--- src/rtl/clock_pkg.sv ---
// Shared BCD widths, digit limits and load validation for the time-of-day counter.
package clock_pkg;

    localparam int DIG_W   = 4;
    localparam int SEC10_W = 3;
    localparam int MIN10_W = 3;
    localparam int HR10_W  = 2;

    localparam logic [DIG_W-1:0]   DIG_MAX            = 4'd9;
    localparam logic [SEC10_W-1:0] SEC_TENS_MAX       = 3'd5;
    localparam logic [HR10_W-1:0]  HR_TENS_MAX        = 2'd2;
    localparam logic [DIG_W-1:0]   HR_UNITS_MAX_AT_20 = 4'd3;

    localparam int DEFAULT_CLK_DIV = 50_000_000;

    // Minutes tens share the 0..5 range with seconds tens.
    function automatic logic bcd_time_valid(
        input logic [DIG_W-1:0]   s1,
        input logic [SEC10_W-1:0] s10,
        input logic [DIG_W-1:0]   m1,
        input logic [MIN10_W-1:0] m10,
        input logic [DIG_W-1:0]   h1,
        input logic [HR10_W-1:0]  h10
    );
        logic ok;
        ok = (s1 <= DIG_MAX) && (s10 <= SEC_TENS_MAX) &&
             (m1 <= DIG_MAX) && (m10 <= SEC_TENS_MAX) &&
             (h1 <= DIG_MAX) && (h10 <= HR_TENS_MAX);
        if ((h10 == HR_TENS_MAX) && (h1 > HR_UNITS_MAX_AT_20)) begin
            ok = 1'b0;
        end
        return ok;
    endfunction

endpackage

--- src/rtl/bcd_digit.sv ---
// One BCD digit counting 0..limit; wrap is the combinational carry into the next digit.
module bcd_digit #(
    parameter int N = 10,
    parameter int W = 4
) (
    input  logic         clk,
    input  logic         rst_n,
    input  logic         inc,
    input  logic         load,
    input  logic [W-1:0] load_val,
    input  logic [W-1:0] max_val,
    output logic [W-1:0] value,
    output logic         wrap
);

    localparam logic [W-1:0] STATIC_MAX = W'(N - 1);

    logic [W-1:0] limit;
    logic [W-1:0] value_q;
    logic [W-1:0] value_d;

    // A run-time max can only tighten the static modulus, never widen it.
    assign limit = (max_val < STATIC_MAX) ? max_val : STATIC_MAX;
    assign wrap  = inc && (value_q == limit);
    assign value = value_q;

    // Out-of-range values fall back to 0 on the next increment without a carry.
    always_comb begin
        value_d = value_q;
        if (load) begin
            value_d = load_val;
        end else if (inc) begin
            value_d = (value_q >= limit) ? '0 : value_q + 1'b1;
        end
    end

    always_ff @(posedge clk or negedge rst_n) begin
        if (!rst_n) begin
            value_q <= '0;
        end else begin
            value_q <= value_d;
        end
    end

endmodule

--- src/rtl/time_of_day_counter.sv ---
// HH:MM:SS BCD timekeeper driven by a 1 Hz prescaler, with validated load and midnight day_tick.
module time_of_day_counter
    import clock_pkg::*;
#(
    parameter int CLK_DIV = DEFAULT_CLK_DIV,
    parameter int PRESC_W = 26
) (
    input  logic               clk,
    input  logic               rst_n,
    input  logic               run_en,
    input  logic               load_en,
    input  logic [DIG_W-1:0]   load_sec_1,
    input  logic [SEC10_W-1:0] load_sec_10,
    input  logic [DIG_W-1:0]   load_min_1,
    input  logic [MIN10_W-1:0] load_min_10,
    input  logic [DIG_W-1:0]   load_hour_1,
    input  logic [HR10_W-1:0]  load_hour_10,
    output logic [DIG_W-1:0]   sec_1,
    output logic [SEC10_W-1:0] sec_10,
    output logic [DIG_W-1:0]   min_1,
    output logic [MIN10_W-1:0] min_10,
    output logic [DIG_W-1:0]   hour_1,
    output logic [HR10_W-1:0]  hour_10,
    output logic               sec_tick,
    output logic               day_tick,
    output logic               load_ack,
    output logic               load_err
);

    localparam logic [PRESC_W-1:0] PRESC_LAST = PRESC_W'(CLK_DIV - 1);

    logic [PRESC_W-1:0] presc_q, presc_d;
    logic               sec_tick_q, sec_tick_d;
    logic               day_tick_q, day_tick_d;
    logic               load_ack_q, load_ack_d;
    logic               load_err_q, load_err_d;

    logic               tick;
    logic               load_valid;
    logic               load_accept;
    logic               advance;
    logic               wrap_s1, wrap_s10, wrap_m1, wrap_m10, wrap_h1, wrap_h10;
    logic [DIG_W-1:0]   hour_1_max;

    assign tick        = run_en && (presc_q == PRESC_LAST);
    assign load_valid  = bcd_time_valid(load_sec_1, load_sec_10, load_min_1,
                                        load_min_10, load_hour_1, load_hour_10);
    assign load_accept = load_en && load_valid;
    // An accepted load swallows a coincident tick; a rejected one does not.
    assign advance     = tick && !load_accept;
    assign hour_1_max  = (hour_10 == HR_TENS_MAX) ? HR_UNITS_MAX_AT_20 : DIG_MAX;

    always_comb begin
        presc_d = presc_q;
        if (load_accept || tick) begin
            presc_d = '0;
        end else if (run_en) begin
            presc_d = presc_q + 1'b1;
        end
        sec_tick_d = advance;
        day_tick_d = wrap_h10;
        load_ack_d = load_accept;
        load_err_d = load_en && !load_valid;
    end

    always_ff @(posedge clk or negedge rst_n) begin
        if (!rst_n) begin
            presc_q    <= '0;
            sec_tick_q <= 1'b0;
            day_tick_q <= 1'b0;
            load_ack_q <= 1'b0;
            load_err_q <= 1'b0;
        end else begin
            presc_q    <= presc_d;
            sec_tick_q <= sec_tick_d;
            day_tick_q <= day_tick_d;
            load_ack_q <= load_ack_d;
            load_err_q <= load_err_d;
        end
    end

    assign sec_tick = sec_tick_q;
    assign day_tick = day_tick_q;
    assign load_ack = load_ack_q;
    assign load_err = load_err_q;

    bcd_digit #(.N(10), .W(DIG_W)) u_sec_1 (
        .clk(clk), .rst_n(rst_n), .inc(advance), .load(load_accept),
        .load_val(load_sec_1), .max_val('1), .value(sec_1), .wrap(wrap_s1)
    );

    bcd_digit #(.N(6), .W(SEC10_W)) u_sec_10 (
        .clk(clk), .rst_n(rst_n), .inc(wrap_s1), .load(load_accept),
        .load_val(load_sec_10), .max_val('1), .value(sec_10), .wrap(wrap_s10)
    );

    bcd_digit #(.N(10), .W(DIG_W)) u_min_1 (
        .clk(clk), .rst_n(rst_n), .inc(wrap_s10), .load(load_accept),
        .load_val(load_min_1), .max_val('1), .value(min_1), .wrap(wrap_m1)
    );

    bcd_digit #(.N(6), .W(MIN10_W)) u_min_10 (
        .clk(clk), .rst_n(rst_n), .inc(wrap_m1), .load(load_accept),
        .load_val(load_min_10), .max_val('1), .value(min_10), .wrap(wrap_m10)
    );

    bcd_digit #(.N(10), .W(DIG_W)) u_hour_1 (
        .clk(clk), .rst_n(rst_n), .inc(wrap_m10), .load(load_accept),
        .load_val(load_hour_1), .max_val(hour_1_max), .value(hour_1), .wrap(wrap_h1)
    );

    bcd_digit #(.N(3), .W(HR10_W)) u_hour_10 (
        .clk(clk), .rst_n(rst_n), .inc(wrap_h1), .load(load_accept),
        .load_val(load_hour_10), .max_val('1), .value(hour_10), .wrap(wrap_h10)
    );

endmodule

--- config.mk ---
export PLATFORM = sky130hd
export DESIGN_NAME = time_of_day_counter
export DESIGN_NICKNAME = d
export VERILOG_FILES = /design/src/rtl/clock_pkg.sv /design/src/rtl/bcd_digit.sv /design/src/rtl/time_of_day_counter.sv
export SDC_FILE = /design/constraint.sdc
export NUM_CORES = 1
export LEC_CHECK = 0
export CORE_MARGIN = 4
export CORE_UTILIZATION = 40
export DETAILED_ROUTE_END_ITERATION = 8
export PLACE_DENSITY_LB_ADDON = 0.12
export RECOVER_POWER = 50
export SYNTH_ARGS = -nofsm -noshare
export SYNTH_HDL_FRONTEND = slang
export SYNTH_SLANG_ARGS = --single-unit
export TNS_END_PERCENT = 5
--- constraint.sdc ---
create_clock -name clk -period 2.8 [get_ports clk]
set_input_delay 0.84 -clock clk [delete_from_list [all_inputs] [get_ports clk]]
set_output_delay 0.84 -clock clk [all_outputs]
set_load 0.005 [all_outputs]
Word level (Yosys, flattened, before mapping)
Index checks and enable logic that the tools add are counted.
Storage, ports and cells
  input bits: 24
  output and inout bits: 24
  word-level logic and storage cells: 89
  register bits after elaboration: 50
Cells by class
  $add $sub $neg: 7
  mux-type cells: 23
  equal/unequal tests: 8
  reductions and logical operators: 26
  order comparisons: 14
Operators with widths (count)
  2-to-1 mux 26 bit: 2
  2-to-1 mux 4 bit: 11
  adder 26 x 1 -> 26 bit (second input constant): 1
  == test 26 bit (second input constant): 1
  2-to-1 mux 3 bit: 6
  logical AND 1 bit: 16
  nonzero test 2 bit: 7
  adder 4 x 1 -> 4 bit (second input constant): 3
  <= comparator 4 bit (second input constant): 3
  == test 4 bit (second input constant): 2
  >= comparator 4 bit (second input constant): 2
  adder 3 x 1 -> 3 bit (second input constant): 2
  == test 3 bit (second input constant): 2
  >= comparator 3 bit (second input constant): 2
  <= comparator 3 bit (second input constant): 2
  2-to-1 mux 2 bit: 3
  == test 2 bit (second input constant): 2
  == test 4 bit: 1
  >= comparator 4 bit: 1
  greater-than comparator 4 x 2 -> 1 bit (second input constant): 1
  < comparator 4 bit (second input constant): 1
  adder 2 x 1 -> 2 bit (second input constant): 1
  >= comparator 2 bit (second input constant): 1
  <= comparator 2 bit (second input constant): 1
  3 further kinds: 4

Depth between registers and ports, before layout
Gate-level depths: netlist of the first run.
  depth in word-level cells: 17
  gate-level depth with buffers: 9
  gate-level depth less buffers: 7

By module
A second synthesis of the first run with hierarchy kept.
Second synthesis, totals
  cells, all modules: 376
  area, all modules: 3435.8 um^2
Modules (own cells, without submodules)
  time_of_day_counter: instances 1, seq. area each 750.7 um^2, cells an instance 182, area each 1719.1 um^2
  bcd_digit (u_hour_1 ...): instances 3, seq. area each 100.1 um^2, cells an instance 38, area each 322.8 um^2
  bcd_digit (u_min_10): instances 1, seq. area each 75.1 um^2, cells an instance 30, area each 275.3 um^2
  bcd_digit (u_sec_10): instances 1, seq. area each 75.1 um^2, cells an instance 30, area each 272.8 um^2
  bcd_digit (u_hour_10): instances 1, seq. area each 50.0 um^2, cells an instance 20, area each 200.2 um^2

Worst setup path after synthesis of the first run
OpenSTA, ideal clock, no wires.
  kind: in2reg
  from: input run_en
  to: register u_min_1.value_q[2], in the netlist u_min_1.value[2]
  slack: 0.311 ns
  required time: 2.674 ns
  setup time: 0.126 ns
  stages on the path: 7
  buffers on the path: 2
  data arrival time: 2.363 ns
  cells stage by stage: and3_1 > buf_4 > nand2_1 > or3_4 > buf_6 > o311a_1 > a221o_1
Between the ends
  word-level cells in the longest chain between the ends: 5
Ends and longest elaborated chain
  start, declared: RTL line time_of_day_counter.sv:10  | input logic run_en,
  logical AND 1 bit: RTL line time_of_day_counter.sv:45  | assign tick = run_en && (presc_q == PRESC_LAST);
  logical AND 1 bit: RTL line time_of_day_counter.sv:50  | assign advance = tick && !load_accept;
  logical AND 1 bit (2 in a row): RTL line bcd_digit.sv:24  | assign wrap = inc && (value_q == limit);
  nonzero test 2 bit (no line)
  end signal, assigned: RTL line bcd_digit.sv:41  | value_q <= value_d;
  end, declared: RTL line bcd_digit.sv:19  | logic [W-1:0] value_q;
Every way passes these cells.
A chain may end at the register's enable or synchronous reset.

Final worst setup path of the first run
  from: input load_hour_1[2]
  to: register u_min_1.value_q[2], in the netlist u_min_1.value[2]
Between the ends
  word-level cells in the longest chain between the ends: 10
  elaborated cells between the ends (all ways): 13
  those cells by class: order compare: 2; mux: 2; reduce/logical: 9
Ends and longest elaborated chain
  start, declared: RTL line time_of_day_counter.sv:16  | input logic [DIG_W-1:0] load_hour_1,
  <= comparator 4 bit: RTL line clock_pkg.sv:28  | (h1 <= DIG_MAX) && (h10 <= HR_TENS_MAX);
  logical AND 1 bit: RTL line clock_pkg.sv:27  | (m1 <= DIG_MAX) && (m10 <= SEC_TENS_MAX) &&
  logical AND 1 bit: RTL line clock_pkg.sv:28
  2-to-1 mux 1 bit *: RTL line clock_pkg.sv:29  | if ((h10 == HR_TENS_MAX) && (h1 > HR_UNITS_MAX_AT_20)) begin
  logical AND 1 bit *: RTL line time_of_day_counter.sv:48  | assign load_accept = load_en && load_valid;
  net load_accept: RTL line time_of_day_counter.sv:40  | logic load_accept;
  logical NOT 1 bit: RTL line time_of_day_counter.sv:50
  logical AND 1 bit: RTL line time_of_day_counter.sv:50
  logical AND 1 bit (2 in a row): RTL line bcd_digit.sv:24
  nonzero test 2 bit (no line)
Mark *: on every way through the listed nets, which the timed path passes. The rest lies on a longest branch.

==> impl_metrics.toml, run 1 <==
[hold_path]
min-delay-start = "presc_q[2]$_DFFE_PN0P_"
whs_path_depth = 2
hp-class = "register to register"

[global_routing]
grt_start_max_net_pins = 27
gr-total-overflow = 0
grt_pass1_wl_um = 12000
first_global_vias = 2527
antenna_found_initial = 0
track_usage_pct = 16.7

[sta]
fin_setup_tns_ns = 0
slew_headroom_pct = 9.60
postLayoutSetupSlackWorst_ns = 0.362
rsz0062_at_grt = "no"
fmax_mhz = 410
worstMarginPinSlew_ns = 1.36
fin_skew_ns = 0.00558
setup_viol = 0
timing.final.hold_violations = 0
period_needed_ns = 2.44
post-route-period-util_pct = 87.1
maxSlewViolCount = 0

[synthesis]
yosys_warnings = 0
synthArstFlopShare_pct = 100
ys_ff_latch = 50
postSynthCellCount = 322
syn_area_per_cell_sq_um = 9.28
syn_nets = 360
synth_cell_types = 49
syn_area_sq_um = 2990
synth_edf_count = 0
synthFlopType = "dfrtp_1"
ys_seq_area_share_pct = 41.9

[routing]
wl_per_cell_um = 14.6
via_per_inst = 5.26
first_iter_violations = 93
routed_wl_um = 7010
vias = 2535
dr.pass1.iters = 4
drc_errors = 0
drtAntennaViolNets = 0

[die]
dieArea_sq_um = 8910
pin_count = 48
die_y_um = 94.4
dieWidth_um = 94.4
start_util_pct = 41.2
row_count = 31
core_sq_um = 7250

[clock_tree]
cts_max_level = 2
cts_buffer_depth = 2
cts_root_buf = "clkbuf_8"
cts_setup_buffers = 0
clock-sinks = 50
cts_tree = "built"
postCtsHoldBufs = 0
clk_pin_slew_ns = 0.09
post_cts_resized = 0
clock_latency_ns = 0.30
cts_buffers = 5

[worst_setup_path]
crit_end = "u_min_1.value[2]$_DFFE_PN0P_"
r2r-start = "u_sec_1.value[1]$_DFFE_PN0P_"
start_kind = "primary input"
arrival_ns = 2.63
r2r_slack_ns = 0.47
r2r_cells = 8
crit_type = "primary input to register"
crit_required_ns = 2.99
crit_fanout = 8
r2r-end = "u_hour_1.value[0]$_DFFE_PN0P_"
end_kind = "register"
crit_path_start = "load_hour_1[2]"

[power_and_ir_drop]
p_per_area_nw_per_um2 = 602
peakVddDrop_mv = 0.330
leakage_nw = 1.65

[finish]
final_cell_mix = "nor2_1 (55), dfrtp_1 (50), clkdlybuf4s50_1 (35), nand2_1 (20), nand3_1 (18)"
multi_input_comb_area_sq_um = 1630
stdcell_count = 482
syn_to_final_growth_pct = 26.3
register_area_sq_um = 1250
nNetsFinal = 420
fill_cells = 716
final_common_cell = "nor2_1"
diodes = 0
drive_above_1_share_pct = 9.14

[job]
maxCapViolCount = 0

[placement]
gp_congestion = 0.837
dp_cells = 474
hpwl_um = 5240
pre_cts_ws_ns = 0.0356
io_buffers = 47

[outcome]
status = "finished clean"
## cell families after synthesis
kind of cell | Yosys count | synth area share (%)
AO/OA/AOI/OAI | 50 | 11.1
XOR/XNOR | 24 | 7.04
adder cells (fa/ha/maj) | 14 | 5.87
buffers and inverters | 24 | 3.52
flip-flops | 50 | 41.9
multiplexers | 7 | 2.35
AND/OR/NAND/NOR | 153 | 28.2
## registers in the layout, indices dropped and copies added, names as in the netlist
| register | flops |
|---|---|
| load_err | 1 |
| u_hour_1.value | 4 |
| u_hour_10.value | 2 |
| sec_tick | 1 |
| presc_q | 26 |
| u_min_1.value | 4 |
| u_sec_1.value | 4 |
| u_min_10.value | 3 |
| load_ack | 1 |
| u_sec_10.value | 3 |
| day_tick | 1 |
## metal layers
layer / vias up / share of wire (%) / GRT usage (%)
met5: - / 0 / 0
li1: 1276 / - / -
met3: 5 / 4.5 / 3.59
met1: 1216 / 47 / 21.9
met2: 38 / 48 / 28.5
met4: 0 / 0.76 / 3.25
## cell usage after synthesis, types with 3 or more instances
cell	instances	share of area (%)
a21oi_1	9	1.5
a31oi_1	11	2.3
and2_1	5	1.0
and3_1	6	1.3
buf_2	3	0.50
clkbuf_1	8	1.0
dfrtp_1	50	42
ha_1	14	5.9
inv_1	10	1.3
mux2i_1	7	2.3
nand2_1	20	2.5
nand3_1	18	3.0
nand3b_1	4	1.0
nand4_1	11	2.3
nand4b_1	3	0.88
nor2_1	55	6.9
nor3_1	5	0.84
nor4_1	3	0.63
o21ai_0	9	1.5
o31ai_1	6	1.5
o41ai_1	4	1.2
or3_1	5	1.0
xnor2_1	7	2.1
xor2_1	17	5.0
## power by group
part,internal [W],switching [W]
clock,0.000263,0.000246
combinational,0.000405,0.000314
sequential,0.000851,0.000193
## how the worst min path moves through the flow
stage,to,slack (ns)
after floorplan,presc_q[1]$_DFFE_PN0P_,0.50
after global placement,presc_q[1]$_DFFE_PN0P_,0.53
after detailed placement,presc_q[25]$_DFFE_PN0P_,0.55
after CTS,u_sec_1.value[1]$_DFFE_PN0P_,0.56
after global routing,presc_q[25]$_DFFE_PN0P_,0.60
final,presc_q[2]$_DFFE_PN0P_,0.56
## critical path, cell delays in order
cell and delay [ns]:
clkdlybuf4s50_1 0.44, o31ai_1 0.23, nand3_1 0.13, or3_1 0.50, clkinv_1 0.10, nor4b_1 0.05, a221o_1 0.33
## per-stage QoR
| stage | hold WS (ns) | total power (W) | instance area (sq um) | util [%] |
|---|---|---|---|---|
| 6_report | 0.562 | 0.00227 | 3770 | 52.0 |
| 2_1_floorplan | 0.505 | 0.00143 | 2990 | - |
| 3_5_place_dp | 0.545 | 0.00180 | 3680 | 50.7 |
| 5_1_grt | 0.600 | 0.00244 | 3770 | 52.0 |
| 3_3_place_gp | 0.530 | 0.00178 | 3680 | 50.7 |
| 4_1_cts | 0.558 | 0.00231 | 3790 | 52.2 |
## layout make-up
| cell class | instances | area share [%] |
|---|---|---|
| clock buffer | 5 | 1.82 |
| clock inverter | 3 | 1.06 |
| inverter | 11 | 1.09 |
| multi-input combinational | 248 | 43.2 |
| sequential | 50 | 33.2 |
| tap | 99 | 3.28 |
| timing repair buffer | 66 | 16.4 |
Power figures use the tool's default switching activity.
==> run 2, diff against run 1 <==
- SETUP_SLACK_MARGIN: not set -> 0.2
==> results of run 2 <==
Same layout as run 1: the final DEF is identical, and so are final timing and power.
==> run 3, diff against run 2 <==
- CORE_MARGIN: 4 -> not set
==> impl_metrics.toml, run 3 (synthesis results as in run 1) <==
[global_routing]
track_usage_pct = 19.3
antenna_found_initial = 0
grt_start_max_net_pins = 28
first_global_vias = 2435
gr-total-overflow = 0
grt_pass1_wl_um = 11600

[hold_path]
min-delay-start = "presc_q[1]$_DFFE_PN0P_"
worst_hold_path.endpoint = "presc_q[1]$_DFFE_PN0P_"
hp-class = "register to register"
whs_path_depth = 2

[sta]
worstMarginPinSlew_ns = 1.29
slew_headroom_pct = 14.1
fmax_mhz = 392
maxSlewViolCount = 0
fin_setup_tns_ns = 0
rsz0062_at_grt = "no"
fin_skew_ns = 0.0101
period_needed_ns = 2.55
setup_viol = 0
post-route-period-util_pct = 91.2
timing.final.hold_violations = 0
timing.hold.ws_ns = 0.560

[routing]
dr.pass1.iters = 6
first_iter_violations = 109
wl_per_cell_um = 14.3
drtAntennaViolNets = 0
routed_wl_um = 6880
vias = 2504
via_per_inst = 5.21
drc_errors = 0

[die]
core_sq_um = 7250
pin_count = 48
dieWidth_um = 88.4
start_util_pct = 41.2
dieArea_sq_um = 7820
die_y_um = 88.4
row_count = 31

[clock_tree]
cts_tree = "built"
clk_pin_slew_ns = 0.09
postCtsHoldBufs = 0
cts_root_buf = "clkbuf_8"
cts_max_level = 2
clock-sinks = 50
cts_buffer_depth = 2
cts_setup_buffers = 0
clock_latency_ns = 0.31
cts_buffers = 5
post_cts_resized = 0

[worst_setup_path]
end_kind = "register"
arrival_ns = 2.75
crit_fanout = 7
slowest_stage = "dlygate4sd3_1"
critPathBufInv = 2
start_kind = "primary input"
worstPathCellList = "dlygate4sd3_1, o31ai_1, nand3_1, or3_1, clkinv_1, nor4b_1, a221o_1"
r2r_cells = 7
critPathMaxStageDelay_ns = 0.58
crit_required_ns = 3.00
r2r-start = "u_min_1.value[1]$_DFFE_PN0P_"
r2r_slack_ns = 0.40
crit_type = "primary input to register"
r2r-end = "u_hour_1.value[0]$_DFFE_PN0P_"
crit_family = "simple AND/OR/NAND/NOR gates"

[finish]
fill_cells = 674
largest_register_ffs = 26
syn_to_final_growth_pct = 25.2
diodes = 0
final_cell_mix = "nor2_1 (55), dfrtp_1 (50), clkdlybuf4s50_1 (34), nand2_1 (20), nand3_1 (18)"
final_common_cell = "nor2_1"
nNetsFinal = 420
drive_above_1_share_pct = 8.38
top_register = "presc_q"

[placement]
io_buffers = 47
hpwl_um = 5030
gp_congestion = 0.804

[outcome]
status = "finished clean"

[power_and_ir_drop]
peakVddDrop_mv = 0.303
p_per_area_nw_per_um2 = 577
leakage_nw = 1.63

[job]
maxCapViolCount = 0
[run 3: cell count changes in the layout (fill, tap and decap cells not counted), sizes merged]
cell	previous run	this run
clkbuf	7	9
clkinv	3	1
bufinv	1	0
clkdlybuf4s50	35	34
dlygate4sd3	11	12
[run 3: report_power, final]
part	switching, W	total, W	leakage [nW]	internal [W]
registers	0.000188	0.00104	0.637	0.000851
clock network	0.000231	0.000404	0.0383	0.000173
logic	0.000312	0.000714	0.952	0.000402
[run 3: per-layer routing]
| metal | track usage (%) | share of wire, % | vias up |
|---|---|---|---|
| li1 | - | - | 1274 |
| met1 | 25.6 | 48 | 1187 |
| met4 | 4.55 | 0.67 | 0 |
| met3 | 4.38 | 3.3 | 4 |
| met2 | 32.2 | 48 | 39 |
| met5 | 0 | 0 | - |
[run 3: layout make-up]
| type | instances | area (sq um) | area share (%) |
|---|---|---|---|
| Sequential cell | 50 | 1250 | 33.5 |
| Timing Repair Buffer | 66 | 617 | 16.5 |
| Multi-Input combinational cell | 248 | 1630 | 43.6 |
| Inverter | 11 | 41.3 | 1.10 |
| Clock buffer | 7 | 76.3 | 2.04 |
| Tap cell | 99 | 124 | 3.31 |
[run 3: worst register-to-register path: stages, from the launching register on]
cell      delay (ns)
dfrtp_1         0.43
inv_1           0.12
ha_1            0.21
nand3b_1        0.17
or4_1           0.71
nor4_4          0.36
mux2i_1         0.22
a21oi_1         0.08
[run 3: per-stage QoR]
step	util (%)	power (W)	std cells	cell area, sq um	worst slack [ns]
floorplan	-	0.00143	322	2990	0.311
global placement	50.7	0.00178	474	3680	0.0549
detailed placement	50.7	0.00179	474	3680	0.0271
CTS	51.8	0.00220	481	3760	0.352
global route	51.6	0.00232	481	3740	0.139
finish	51.6	0.00216	481	3740	0.247
[run 3: worst max path at each step]
stage                   start  slack [ns]                       endpoint  cells past startpoint
2_1_floorplan          run_en        0.31   u_min_1.value[2]$_DFFE_PN0P_                      7
3_3_place_gp           run_en        0.05   u_sec_1.value[3]$_DFFE_PN0P_                      7
3_5_place_dp           run_en        0.03   u_sec_1.value[2]$_DFFE_PN0P_                      6
4_1_cts                run_en        0.35   u_sec_1.value[2]$_DFFE_PN0P_                      6
5_1_grt        load_hour_1[2]        0.14  u_sec_10.value[2]$_DFFE_PN0P_                      7
6_report       load_hour_1[2]        0.25   u_min_1.value[2]$_DFFE_PN0P_                      7
